$ cat config.mk
export PLATFORM = sky130hd
export DESIGN_NAME = cv32e40p_rf_wb_arbiter
export DESIGN_NICKNAME = d
export VERILOG_FILES = /design/src/rtl/cv32e40p_rf_wb_arbiter.sv
export SDC_FILE = /design/constraint.sdc
export NUM_CORES = 1
export LEC_CHECK = 0
export ABC_AREA = 0
export CAP_MARGIN = 20
export CELL_PAD_IN_SITES_DETAIL_PLACEMENT = 1
export CELL_PAD_IN_SITES_GLOBAL_PLACEMENT = 1
export CORE_UTILIZATION = 34
export DETAILED_ROUTE_END_ITERATION = 8
export GPL_TIMING_DRIVEN = 0
export HOLD_SLACK_MARGIN = 0.05
export MAX_ROUTING_LAYER = met4
export PLACE_DENSITY_LB_ADDON = 0.08
export SYNTH_ARGS = -nofsm -noshare
export SYNTH_HDL_FRONTEND = slang
export SYNTH_SLANG_ARGS = --single-unit
export TNS_END_PERCENT = 30
$ cat constraint.sdc
create_clock -name clk -period 2.2 [get_ports clk]
set_clock_uncertainty 0.05 [all_clocks]
set_input_delay 0.44 -clock clk [delete_from_list [all_inputs] [get_ports clk]]
set_output_delay 0.44 -clock clk [all_outputs]
set_load 0.005 [all_outputs]
$ cat src/rtl/cv32e40p_rf_wb_arbiter.sv
// Register file writeback arbiter: shares the single integer register file write port
// between EX and LSU writebacks, registers the winning write for one cycle, tracks
// outstanding loads per destination register and flags read-after-write hazards to ID.
module cv32e40p_rf_wb_arbiter #(
    parameter int unsigned STARVE_LIMIT = 4,
    parameter int unsigned MAX_LOADS    = 2
) (
    input  logic        clk,
    input  logic        rst_n,
    input  logic        ex_valid_i,
    output logic        ex_ready_o,
    input  logic [4:0]  ex_waddr_i,
    input  logic [31:0] ex_wdata_i,
    input  logic        lsu_valid_i,
    output logic        lsu_ready_o,
    input  logic [4:0]  lsu_waddr_i,
    input  logic [31:0] lsu_wdata_i,
    input  logic        lsu_issue_i,
    input  logic [4:0]  lsu_issue_addr_i,
    input  logic [4:0]  raddr_a_i,
    input  logic [4:0]  raddr_b_i,
    input  logic [4:0]  raddr_c_i,
    output logic        hazard_a_o,
    output logic        hazard_b_o,
    output logic        hazard_c_o,
    output logic        rf_we_o,
    output logic [4:0]  rf_waddr_o,
    output logic [31:0] rf_wdata_o,
    output logic [31:0] pending_o
);

    localparam logic [3:0] StarveMax = 4'(STARVE_LIMIT);
    localparam logic [1:0] LoadMax   = 2'(MAX_LOADS);

    logic [3:0]  starve_q, starve_d;
    logic        starved;
    logic        ex_xfer, lsu_xfer;
    logic        we_q;
    logic [4:0]  waddr_q;
    logic [31:0] wdata_q;
    logic [1:0]  cnt_q [32];
    logic [1:0]  cnt_d [32];
    logic [31:0] pending;

    // Grant decode: LSU has priority unless EX has been starved for STARVE_LIMIT grants.
    // Each ready looks only at the other side's request, never at its own valid.
    always_comb begin
        starved     = (starve_q == StarveMax);
        ex_ready_o  = ~lsu_valid_i | starved;
        lsu_ready_o = ~(ex_valid_i & starved);
        ex_xfer     = ex_valid_i & ex_ready_o;
        lsu_xfer    = lsu_valid_i & lsu_ready_o;
    end

    // Starve counter next state: counts LSU grants that bypassed a waiting EX request.
    always_comb begin
        starve_d = starve_q;
        if (ex_xfer || !ex_valid_i) begin
            starve_d = 4'd0;
        end else if (lsu_xfer && !starved) begin
            starve_d = starve_q + 4'd1;
        end
    end

    // Starve counter register.
    always_ff @(posedge clk or negedge rst_n) begin
        if (!rst_n) begin
            starve_q <= 4'd0;
        end else begin
            starve_q <= starve_d;
        end
    end

    // Write stage: capture the granted transfer; x0 completes the handshake without a write.
    always_ff @(posedge clk or negedge rst_n) begin
        if (!rst_n) begin
            we_q    <= 1'b0;
            waddr_q <= 5'd0;
            wdata_q <= 32'd0;
        end else if (ex_xfer) begin
            we_q    <= (ex_waddr_i != 5'd0);
            waddr_q <= ex_waddr_i;
            wdata_q <= ex_wdata_i;
        end else if (lsu_xfer) begin
            we_q    <= (lsu_waddr_i != 5'd0);
            waddr_q <= lsu_waddr_i;
            wdata_q <= lsu_wdata_i;
        end else begin
            we_q    <= 1'b0;
        end
    end

    assign rf_we_o    = we_q;
    assign rf_waddr_o = waddr_q;
    assign rf_wdata_o = wdata_q;

    // Scoreboard next state: issue increments, LSU writeback decrements, both cancel out.
    always_comb begin
        logic inc, dec;
        for (int r = 0; r < 32; r++) begin
            inc      = lsu_issue_i && (lsu_issue_addr_i == 5'(r)) && (r != 0);
            dec      = lsu_xfer && (lsu_waddr_i == 5'(r)) && (r != 0);
            cnt_d[r] = cnt_q[r];
            if (inc && !dec && (cnt_q[r] != LoadMax)) begin
                cnt_d[r] = cnt_q[r] + 2'd1;
            end else if (dec && !inc && (cnt_q[r] != 2'd0)) begin
                cnt_d[r] = cnt_q[r] - 2'd1;
            end
        end
    end

    // Scoreboard counters.
    always_ff @(posedge clk or negedge rst_n) begin
        if (!rst_n) begin
            for (int r = 0; r < 32; r++) begin
                cnt_q[r] <= 2'd0;
            end
        end else begin
            for (int r = 0; r < 32; r++) begin
                cnt_q[r] <= cnt_d[r];
            end
        end
    end

    // Pending flags and hazards; no write-stage bypass, so a write in flight also stalls.
    always_comb begin
        for (int r = 0; r < 32; r++) begin
            pending[r] = (cnt_q[r] != 2'd0);
        end
        pending_o  = pending;
        hazard_a_o = (raddr_a_i != 5'd0) & (pending[raddr_a_i] | (we_q & (waddr_q == raddr_a_i)));
        hazard_b_o = (raddr_b_i != 5'd0) & (pending[raddr_b_i] | (we_q & (waddr_q == raddr_b_i)));
        hazard_c_o = (raddr_c_i != 5'd0) & (pending[raddr_c_i] | (we_q & (waddr_q == raddr_c_i)));
    end

    // Illegal stimulus: issuing beyond MAX_LOADS, or a load writeback with nothing outstanding.
    a_issue_overflow: assert property (@(posedge clk) disable iff (!rst_n)
        !(lsu_issue_i && (lsu_issue_addr_i != 5'd0) && (cnt_q[lsu_issue_addr_i] == LoadMax)));
    a_xfer_underflow: assert property (@(posedge clk) disable iff (!rst_n)
        !(lsu_xfer && (lsu_waddr_i != 5'd0) && (cnt_q[lsu_waddr_i] == 2'd0)));

endmodule
### Word-level counts from Yosys, hierarchy flattened

Cells that the tools add are included.

* mux-type cells: 76
* $add $sub $neg: 63
* $lt $le $gt $ge: 3
* bitwise gates (word level): 15
* eq/ne operators: 97
* reductions and logical operators: 321

Operators by type and width (number)
* logical AND 1 bit: 187
* == test 5 bit (second input constant): 32
* nonzero test 2 bit: 64
* 2-to-1 mux 2 bit: 62
* == test 5 x 4 -> 1 bit (second input constant): 16
* zero test 1 bit: 64
* 2-to-1 mux 32 bit: 2
* adder 2 x 1 -> 2 bit (second input constant): 31
* != test 2 bit (second input constant): 31
* subtractor 2 x 1 -> 2 bit (second input constant): 31
* == test 5 x 3 -> 1 bit (second input constant): 8
* nonzero test 5 bit: 5
* == test 5 x 2 -> 1 bit (second input constant): 4
* less-than comparator 5 x 6 -> 1 bit (second input constant): 3
* binary-select mux 1 bit (select 5 bit): 3
* == test 5 bit: 3
* == test 5 x 1 -> 1 bit (second input constant): 2
* 2-to-1 mux 5 bit: 2
* bitwise AND 1 bit: 9
* 2-to-1 mux 4 bit: 2
* 2-to-1 mux 1 bit: 5
* adder 4 x 1 -> 4 bit (second input constant): 1
* == test 4 x 3 -> 1 bit (second input constant): 1
* bitwise OR 1 bit: 4
* 2 further kinds: 3

* bits in registers: 104
* output and inout bits: 75
* input bits: 99

### Depth between registers and ports, before layout

Gate-level depths: netlist of the first run.

* depth in word-level cells: 9
* depth in mapped cells: 9
* mapped depth without buffers: 8

### Worst setup path before layout of the first run

No wires, ideal clock.

* path type: in2out
* start: in raddr_c_i[2]
* end: out hazard_c_o
* data required time: 1.710 ns
* path slack: 0.006 ns
* cell stages on the path: 6
* buffers on the path: 2
* arrival time: 1.704 ns
* cells stage by stage: clkbuf_1 -> buf_2 -> mux4_2 -> a21oi_1 -> o21ai_1 -> a211o_1

* longest elaborated chain between the ends: 4
* elaborated cells on any way between the ends: 7
* those cells by class: eq/ne: 1; mux: 2; bitwise: 3; reduce/logical: 1

Ends and longest elaborated chain
* start: declaration: line 22 `input logic [4:0] raddr_c_i,`
* binary-select mux 1 bit (select 5 bit) / == test 5 bit (equally long branches): line 133 `hazard_c_o = (raddr_c_i != 5'd0) & (pending[raddr_c_i] | (we_q & (waddr_q == raddr_c_i)));`
* 2-to-1 mux 1 bit (not written as such) / bitwise AND 1 bit (equally long branches): line 133
* bitwise OR 1 bit: line 133
* bitwise AND 1 bit *: line 133
* end: declaration: line 25 `output logic hazard_c_o,`

Mark *: on every way between the ends. The rest lies on a longest branch, timed or not. The select of a mux whose other input is x is not followed.

### Worst setup path after layout of the first run

* start: reg cnt_q[18] in the netlist's numbering
* end: out hazard_b_o

* longest elaborated chain between the ends: 5

Ends and longest elaborated chain
* start: declaration: line 41 `logic [1:0] cnt_q [32];`
* start signal: indexed assignment: line 120 `cnt_q[r] <= cnt_d[r];`
* nonzero test 2 bit: line 128 `pending[r] = (cnt_q[r] != 2'd0);`
* binary-select mux 1 bit (select 5 bit): line 132 `hazard_b_o = (raddr_b_i != 5'd0) & (pending[raddr_b_i] | (we_q & (waddr_q == raddr_b_i)));`
* 2-to-1 mux 1 bit (not written as such): line 132
* bitwise OR 1 bit: line 132
* bitwise AND 1 bit: line 132
* end: declaration: line 24 `output logic hazard_b_o,`

No other way between the ends. The select of a mux whose other input is x is not followed.

==> results of run 1 <==
[path summary, 6_finish.rpt]
check | from | slack (ns) | end
min in group clk | starve_q[0] | 0.50 | starve_q[0]
worst max register to register | starve_q[0] | 0.06 | cnt_q[4]
max in group asynchronous | rst_n | 0.94 | cnt_q[8]
worst min register to register | starve_q[0] | 0.50 | starve_q[0]
worst min-delay path | rst_n | 0.45 | cnt_q[51]
worst max-delay path | cnt_q[18] | -0.58 | hazard_b_o
[layout by cell type (no fill, tap or decap), types with 9 or more instances in the layout]
master / n
and3_1: 13
clkbuf_16: 9
nor2_1: 153
a211o_1: 26
nand3b_1: 11
nand2b_1: 23
clkbuf_1: 13
inv_1: 34
mux2_2: 37
nand2_1: 70
nor2_4: 9
o22ai_1: 40
mux2i_1: 20
clkdlybuf4s50_1: 147
mux4_2: 11
nand3_1: 31
buf_4: 40
nor2_2: 14
o211ai_1: 16
dfrtp_1: 102
o221ai_1: 18
clkbuf_2: 14
a21oi_1: 40
nand4b_1: 10
nor3_1: 23
xor2_1: 9
buf_2: 19
[power by group through the flow]
stage | sequential [mW] | combinational [mW] | clock, mW
6_report | 2.39 | 2.33 | 1.67
5_1_grt | 2.42 | 2.55 | 1.78
4_1_cts | 2.38 | 2.33 | 1.71
3_5_place_dp | 2.42 | 2.13 | 0
3_3_place_gp | 2.41 | 2.10 | 0
2_1_floorplan | 2.36 | 1.08 | 0
[cell families (layout without fill, tap and decap cells)]
family                     Yosys count  count (layout)  share of synthesized area, %
muxes                               69              69                          12.0
adders and majority gates            2               2                         0.345
DFF                                104             104                          35.8
buffers and inverters               87             296                          4.95
and+or+nand+nor                    416             416                          27.7
xor gates and xnor gates            17              17                          2.05
other                                1               3                        0.0517
AOI/OAI and AO/OA                  177             177                          17.0
[per-stage QoR]
step / hold slack, ns / cell area [µm²] / std cells / TNS, ns
2_1_floorplan: 0.0944 / 7260 / 873 / 0
3_3_place_gp: 0.431 / 9210 / 1308 / -427.24
3_5_place_dp: 0.270 / 9230 / 1309 / -29.94
4_1_cts: 0.449 / 9870 / 1352 / -1.55
5_1_grt: 0.460 / 10000 / 1359 / -1.74
6_report: 0.446 / 10000 / 1359 / -1.41
[critical path: cells and delay by family (launching register included)]
kind / cells / cell delay, ns
DFF: 1 / 0.39
and+or+nand+nor: 1 / 0.21
buffers and inverters: 2 / 0.29
muxes: 1 / 0.46
AOI/OAI and AO/OA: 3 / 0.57
[final cells by class]
class	count	area share [%]
Inverter	34	1.28
Buffer	48	2.40
Clock inverter	5	0.450
Timing Repair Buffer	198	18.9
Clock buffer	11	2.43
Multi-Input combinational cell	682	45.0
Tap cell	275	3.44
Antenna cell	2	0.0500
Sequential cell	104	26.0
[per-layer routing]
layer  up-vias  wire (µm)
li1       3547          -
met1      3628      11400
met2       206      12600
met3        21       1710
met4         0        332
met5         -          0
[cells in the mapped netlist (7+ instances only)]
cell	n	area, µm²
a21oi_1	41	205
nand3b_1	11	82.6
inv_1	34	128
buf_2	18	90.1
clkbuf_1	28	105
nand2_1	70	263
and3_1	13	81.3
dfrtp_1	104	2600
o21ai_0	10	50.1
mux2i_1	21	210
o211ai_1	16	120
xnor2_1	8	70.1
nor3b_1	7	52.6
nor3_1	24	120
a211o_1	26	228
nor2b_1	8	50.1
nand3_1	32	160
nand4b_1	10	87.6
mux2_2	37	417
nand4_1	8	50.1
mux4_2	11	248
nand2b_1	25	156
nor2_1	176	661
xor2_1	9	78.8
o22ai_1	40	250
o221ai_1	18	158
[what timing repair did]
action | CTS | global route
gates resized for setup | 67 | 38
hold buffers | 1 | 0
pin swaps | 16 | 14
setup buffers | 29 | 7
setup endpoints to repair | 67 | 57
endpoints found under the hold margin | 22 | 0
[state kept, by name (all words and copies together) (netlist names)]
register and count:
cnt_q 62, rf_we_o 1, rf_wdata_o 32, rf_waddr_o 5, starve_q 4
==> metrics, run 1 <==
final wirelength 26000 µm; final worst path period share 126%; Boundary Pins 174; syn avg cell area 8.32 µm²; post-synthesis cell count 873; Filler Cell Count 2492; R2R cell count 8; CP peak stage delay 0.46 ns; Hold Fails Final Rpt 0; RSZ-0062 raised after global routing yes; FF+latch area 2610 µm²; area of the multi-input gates 4500 µm²; CP required 1.71 ns; Unique masters post-synth 58; max-slew violation count 0; Sw Pwr 2.19 mW; met3 GRT Util 6.75%; Period minus WS final 2.78 ns; M2 GR Usage 40.3%; fraction of layout cells with a size suffix above 1 17.5%; outcome complete, but fails checks; CP arrival 2.29 ns; Starting Density 34.6%; largest net degree at the start of global routing 83; Crit Path Max Fanout 4; dominant synthesized flop cell dfrtp_1; Combinational Power Share 36.5%; initial antenna violation count 2; ys async rst share 100%; first-pass GRT wire length 40700 µm; DR vias/cell 5.45; Nets 1178; fmax 360 MHz; Routed wire per std cell 19.1 µm; FF+latch count, synth 104; Routed Antenna Nets 0; final setup violation count 3; die height 148 µm; Final Power 6.39 mW; Max VDD drop 0.440 mV; CTS Buffer Depth 2; DP Worst Slack -1.09 ns; Post-Syn Area 7260 µm²; Total GRT Usage 24.8%; class of the worst hold path in -> async; I/O Buffers 160; DIE AREA 21900 µm²; P_int 4.20 mW; CTS tree done; slew at the pin with the worst max-slew slack 0.595 ns; GR Overflow Total 0; H-tree lvl count 3; power share of the clock group 26.2%; Cell Chain, Critical Path or2_0, buf_4, mux4_2, o211ai_1, o311ai_1, a22o_1, buf_2; Worst-Skew Late Latency 0.37 ns; Post-DP HPWL 19400 µm; GRT Max-Usage Layer met2; Reg clk slew, reported paths 0.08 ns; Area Growth Syn to Fin 37.8%; CP Launch Type flop; worst setup margin -0.576 ns; number of global-route vias before repair 7448; MaxCap Viol Count 0; via count 7402; final core utilization 47.7%; critical path class reg -> out; max_slew headroom 60.3%; DRT Pass-1 Iters 4; Core Footprint 21000 µm²; Global Route met1 Usage 30.1%; # DRC 0; CTS Buf Count 9; clk sinks 104; Post-synth EDFFs 0; Die W 148 µm; PwrDens 639 nW/µm²; DR iter-0 viols 330; Leak 4.28 nW; clk root buf clkbuf_16; failing checks negative setup slack; Synth Net Count 974; crit end category output port; Seq/Total Area, Yosys 35.8%; Std-Cell Rows 53; slowest stage cell, crit path mux4_2; gpl congestion 0.857; sw frac 34.3%; part of the power in registers 37.3%; yosys warns 0
Note: power is estimated with default switching activity, not from simulation.
==> inputs of run 2 (changes only) <==
CORE_UTILIZATION = 37   (was 34)
GPL_TIMING_DRIVEN = not set   (was 0)
clock period = 2.9 ns   (was 2.2 ns; I/O delays follow)
==> run 2 against run 1 <==
  * Die area down 8.0%
  * Register-to-register slack improved by 0.58 ns
  * Critical endpoint is now hazard_a_o
  * The run still ends with negative setup slack left
  * Setup slack improved by 0.57 ns
  * Core utilization grew 7.0 points
  * Count of clock-buffer cells in the layout decreased by 1
  * Via count rose by 4.5%
  * Global-route usage up 3.6 points
  * Routed wire length increased by 4.4%
==> metrics, run 2 (same netlist as run 1, synthesis figures left out) <==
outcome complete, but fails checks; failing checks negative setup slack; hold buffer count at cts 0 (-1); Reg clk slew, reported paths 0.07 ns (about the same); DP Worst Slack -0.498 ns (+0.592 ns); sw frac 32.9% (-1.4 points); Routed wire per std cell 19.6 µm (+2.7%); power share of the clock group 26.8% (+0.6 points); crit end category output port; gpl congestion 0.894 (+4.2%); Largest Register cnt_q; Post-DP HPWL 20400 µm (+5.4%); Area Growth Syn to Fin 43.0%; Starting Density 38.3% (+3.7 points); DIE AREA 20200 µm² (-8.0%); CP Launch Type input port; final wirelength 27100 µm (+4.4%); n_diodes 0 (-2); DP Area 9850 µm² (+6.7%); final worst path period share 100%; Final Power 5.12 mW (-20%); max_slew headroom 55.1% (-5.2 points); part of the power in registers 35.1% (-2.2 points); die height 142 µm (-4.1%); final non-filler cell area 10400 µm² (+3.8%); Nets 1218 (+3.4%); CTS tree done; H-tree lvl count 3 (unchanged); commonest non-fill, non-tap cell in the layout nor2_1; CTS Buf Count 9 (unchanged); CTS Buffer Depth 2 (unchanged); number of global-route vias before repair 7896 (+6.0%); final core utilization 54.8% (+7.0 points); Max VDD drop 0.309 mV (-30%); clk root buf clkbuf_16; Die W 142 µm (-4.1%); DRT Pass-1 Iters 5 (+1); worst setup margin -0.00654 ns (+0.569 ns); fmax 344 MHz; MaxCap Viol Count 0 (unchanged); TNS Setup -0.00654 ns (+1.41 ns); Sw Pwr 1.68 mW (-23%); I/O Buffers 172 (+7.5%); # DRC 0 (unchanged); Filler Cell Count 2218 (-11%); fraction of layout cells with a size suffix above 1 19.5% (+2.1 points); final setup violation count 1 (-2); Std-Cell Rows 50 (-5.7%); max-slew violation count 0 (unchanged); GR Overflow Total 0 (unchanged); Total GRT Usage 28.4% (+3.6 points); critical path class in -> out; P_int 3.44 mW (-18%); Worst-Skew Late Latency 0.36 ns (about the same); PwrDens 493 nW/µm² (-23%); Crit Path Max Fanout 8 (+4); Period minus WS final 2.91 ns; Routed Antenna Nets 0 (unchanged); class of the worst hold path in -> async; DR iter-0 viols 376 (+14%); CP arrival 2.28 ns (about the same); DR vias/cell 5.60 (+2.8%); Boundary Pins 174 (unchanged); most frequent cells in the layout nor2_1, clkdlybuf4s50_1, buf_4; slew at the pin with the worst max-slew slack 0.673 ns (+0.0780 ns); CP required 2.27 ns (+0.56 ns); Hold Fails Final Rpt 0 (unchanged); initial antenna violation count 0 (-2); largest net degree at the start of global routing 46 (-45%); first-pass GRT wire length 42400 µm (+4.3%); Core Footprint 19000 µm² (-9.5%); via count 7735 (+4.5%); Combinational Power Share 38.1% (+1.6 points); max reg flops 62 (unchanged); clk sinks 104 (unchanged); Leak 4.52 nW (+5.6%)
-- run 2: final timing paths --
check | from | slack (ns) | depth (start not counted) | to
setup / recovery | raddr_a_i[1] | -0.007 | 8 | hazard_a_o
hold / removal | rst_n | 0.17 | 1 | cnt_q[4]
setup reg to reg | starve_q[0] | 0.64 | 8 | cnt_q[4]
hold reg to reg | starve_q[0] | 0.44 | 1 | starve_q[0]
max in group asynchronous | rst_n | 1.86 | 2 | cnt_q[23]
min in group clk | starve_q[0] | 0.44 | 1 | starve_q[0]
-- run 2: critical path, cell delays in order --
cell and delay [ns]:
clkdlybuf4s50_1 0.47, buf_6 0.14, nor2b_1 0.21, a221oi_2 0.10
a311oi_2 0.36, o221ai_2 0.17, nand3_2 0.12, buf_2 0.12
-- run 2: power groups by stage --
| stage | Clock [mW] | Combinational (mW) | Sequential, mW |
|---|---|---|---|
| 2_1_floorplan | 0 | 0.821 | 1.79 |
| 3_3_place_gp | 0 | 1.83 | 1.81 |
| 3_5_place_dp | 0 | 1.87 | 1.82 |
| 4_1_cts | 1.40 | 1.92 | 1.79 |
| 5_1_grt | 1.46 | 2.09 | 1.82 |
| 6_report | 1.38 | 1.95 | 1.80 |
-- run 2: stage by stage --
| stage | instances | hold slack (ns) |
|---|---|---|
| after floorplan | 873 | 0.234 |
| after global placement | 1352 | 0.431 |
| after detailed placement | 1352 | 0.435 |
| after CTS | 1380 | 0.209 |
| after global routing | 1381 | 0.223 |
| final | 1381 | 0.174 |
-- run 2: final cells by class --
| class | instances | area, µm² | share of cell area [%] |
|---|---|---|---|
| multi-input cells | 682 | 4410 | 42.5 |
| flip-flops and latches | 104 | 2600 | 25.1 |
| repair buffers | 286 | 2590 | 25.0 |
| well taps | 260 | 325 | 3.13 |
| clock buffers | 10 | 239 | 2.30 |
| inverters | 34 | 128 | 1.23 |
| clock inverters | 5 | 78.8 | 0.759 |
-- run 2: metal layers --
| layer | up-vias | part of all wire, % | GRT usage [%] |
|---|---|---|---|
| li1 | 3631 | - | - |
| met1 | 3814 | 43 | 34.8 |
| met2 | 247 | 48 | 46.6 |
| met3 | 43 | 6.5 | 5.08 |
| met4 | 0 | 2.9 | 10.2 |
| met5 | - | 0 | - |
-- run 2: what timing repair did --
| item | CTS | global route |
|---|---|---|
| gates cloned | 1 | 0 |
| pin swaps | 10 | 7 |
| endpoints found under the setup margin | 3 | 3 |
| setup buffers | 12 | 1 |
| gates resized for setup | 39 | 21 |
==> inputs of run 3 (changes only) <==
SLEW_MARGIN = 20   (was not set)
==> results of run 3 <==
No change in the layout: final DEF, timing and power equal those of run 2.
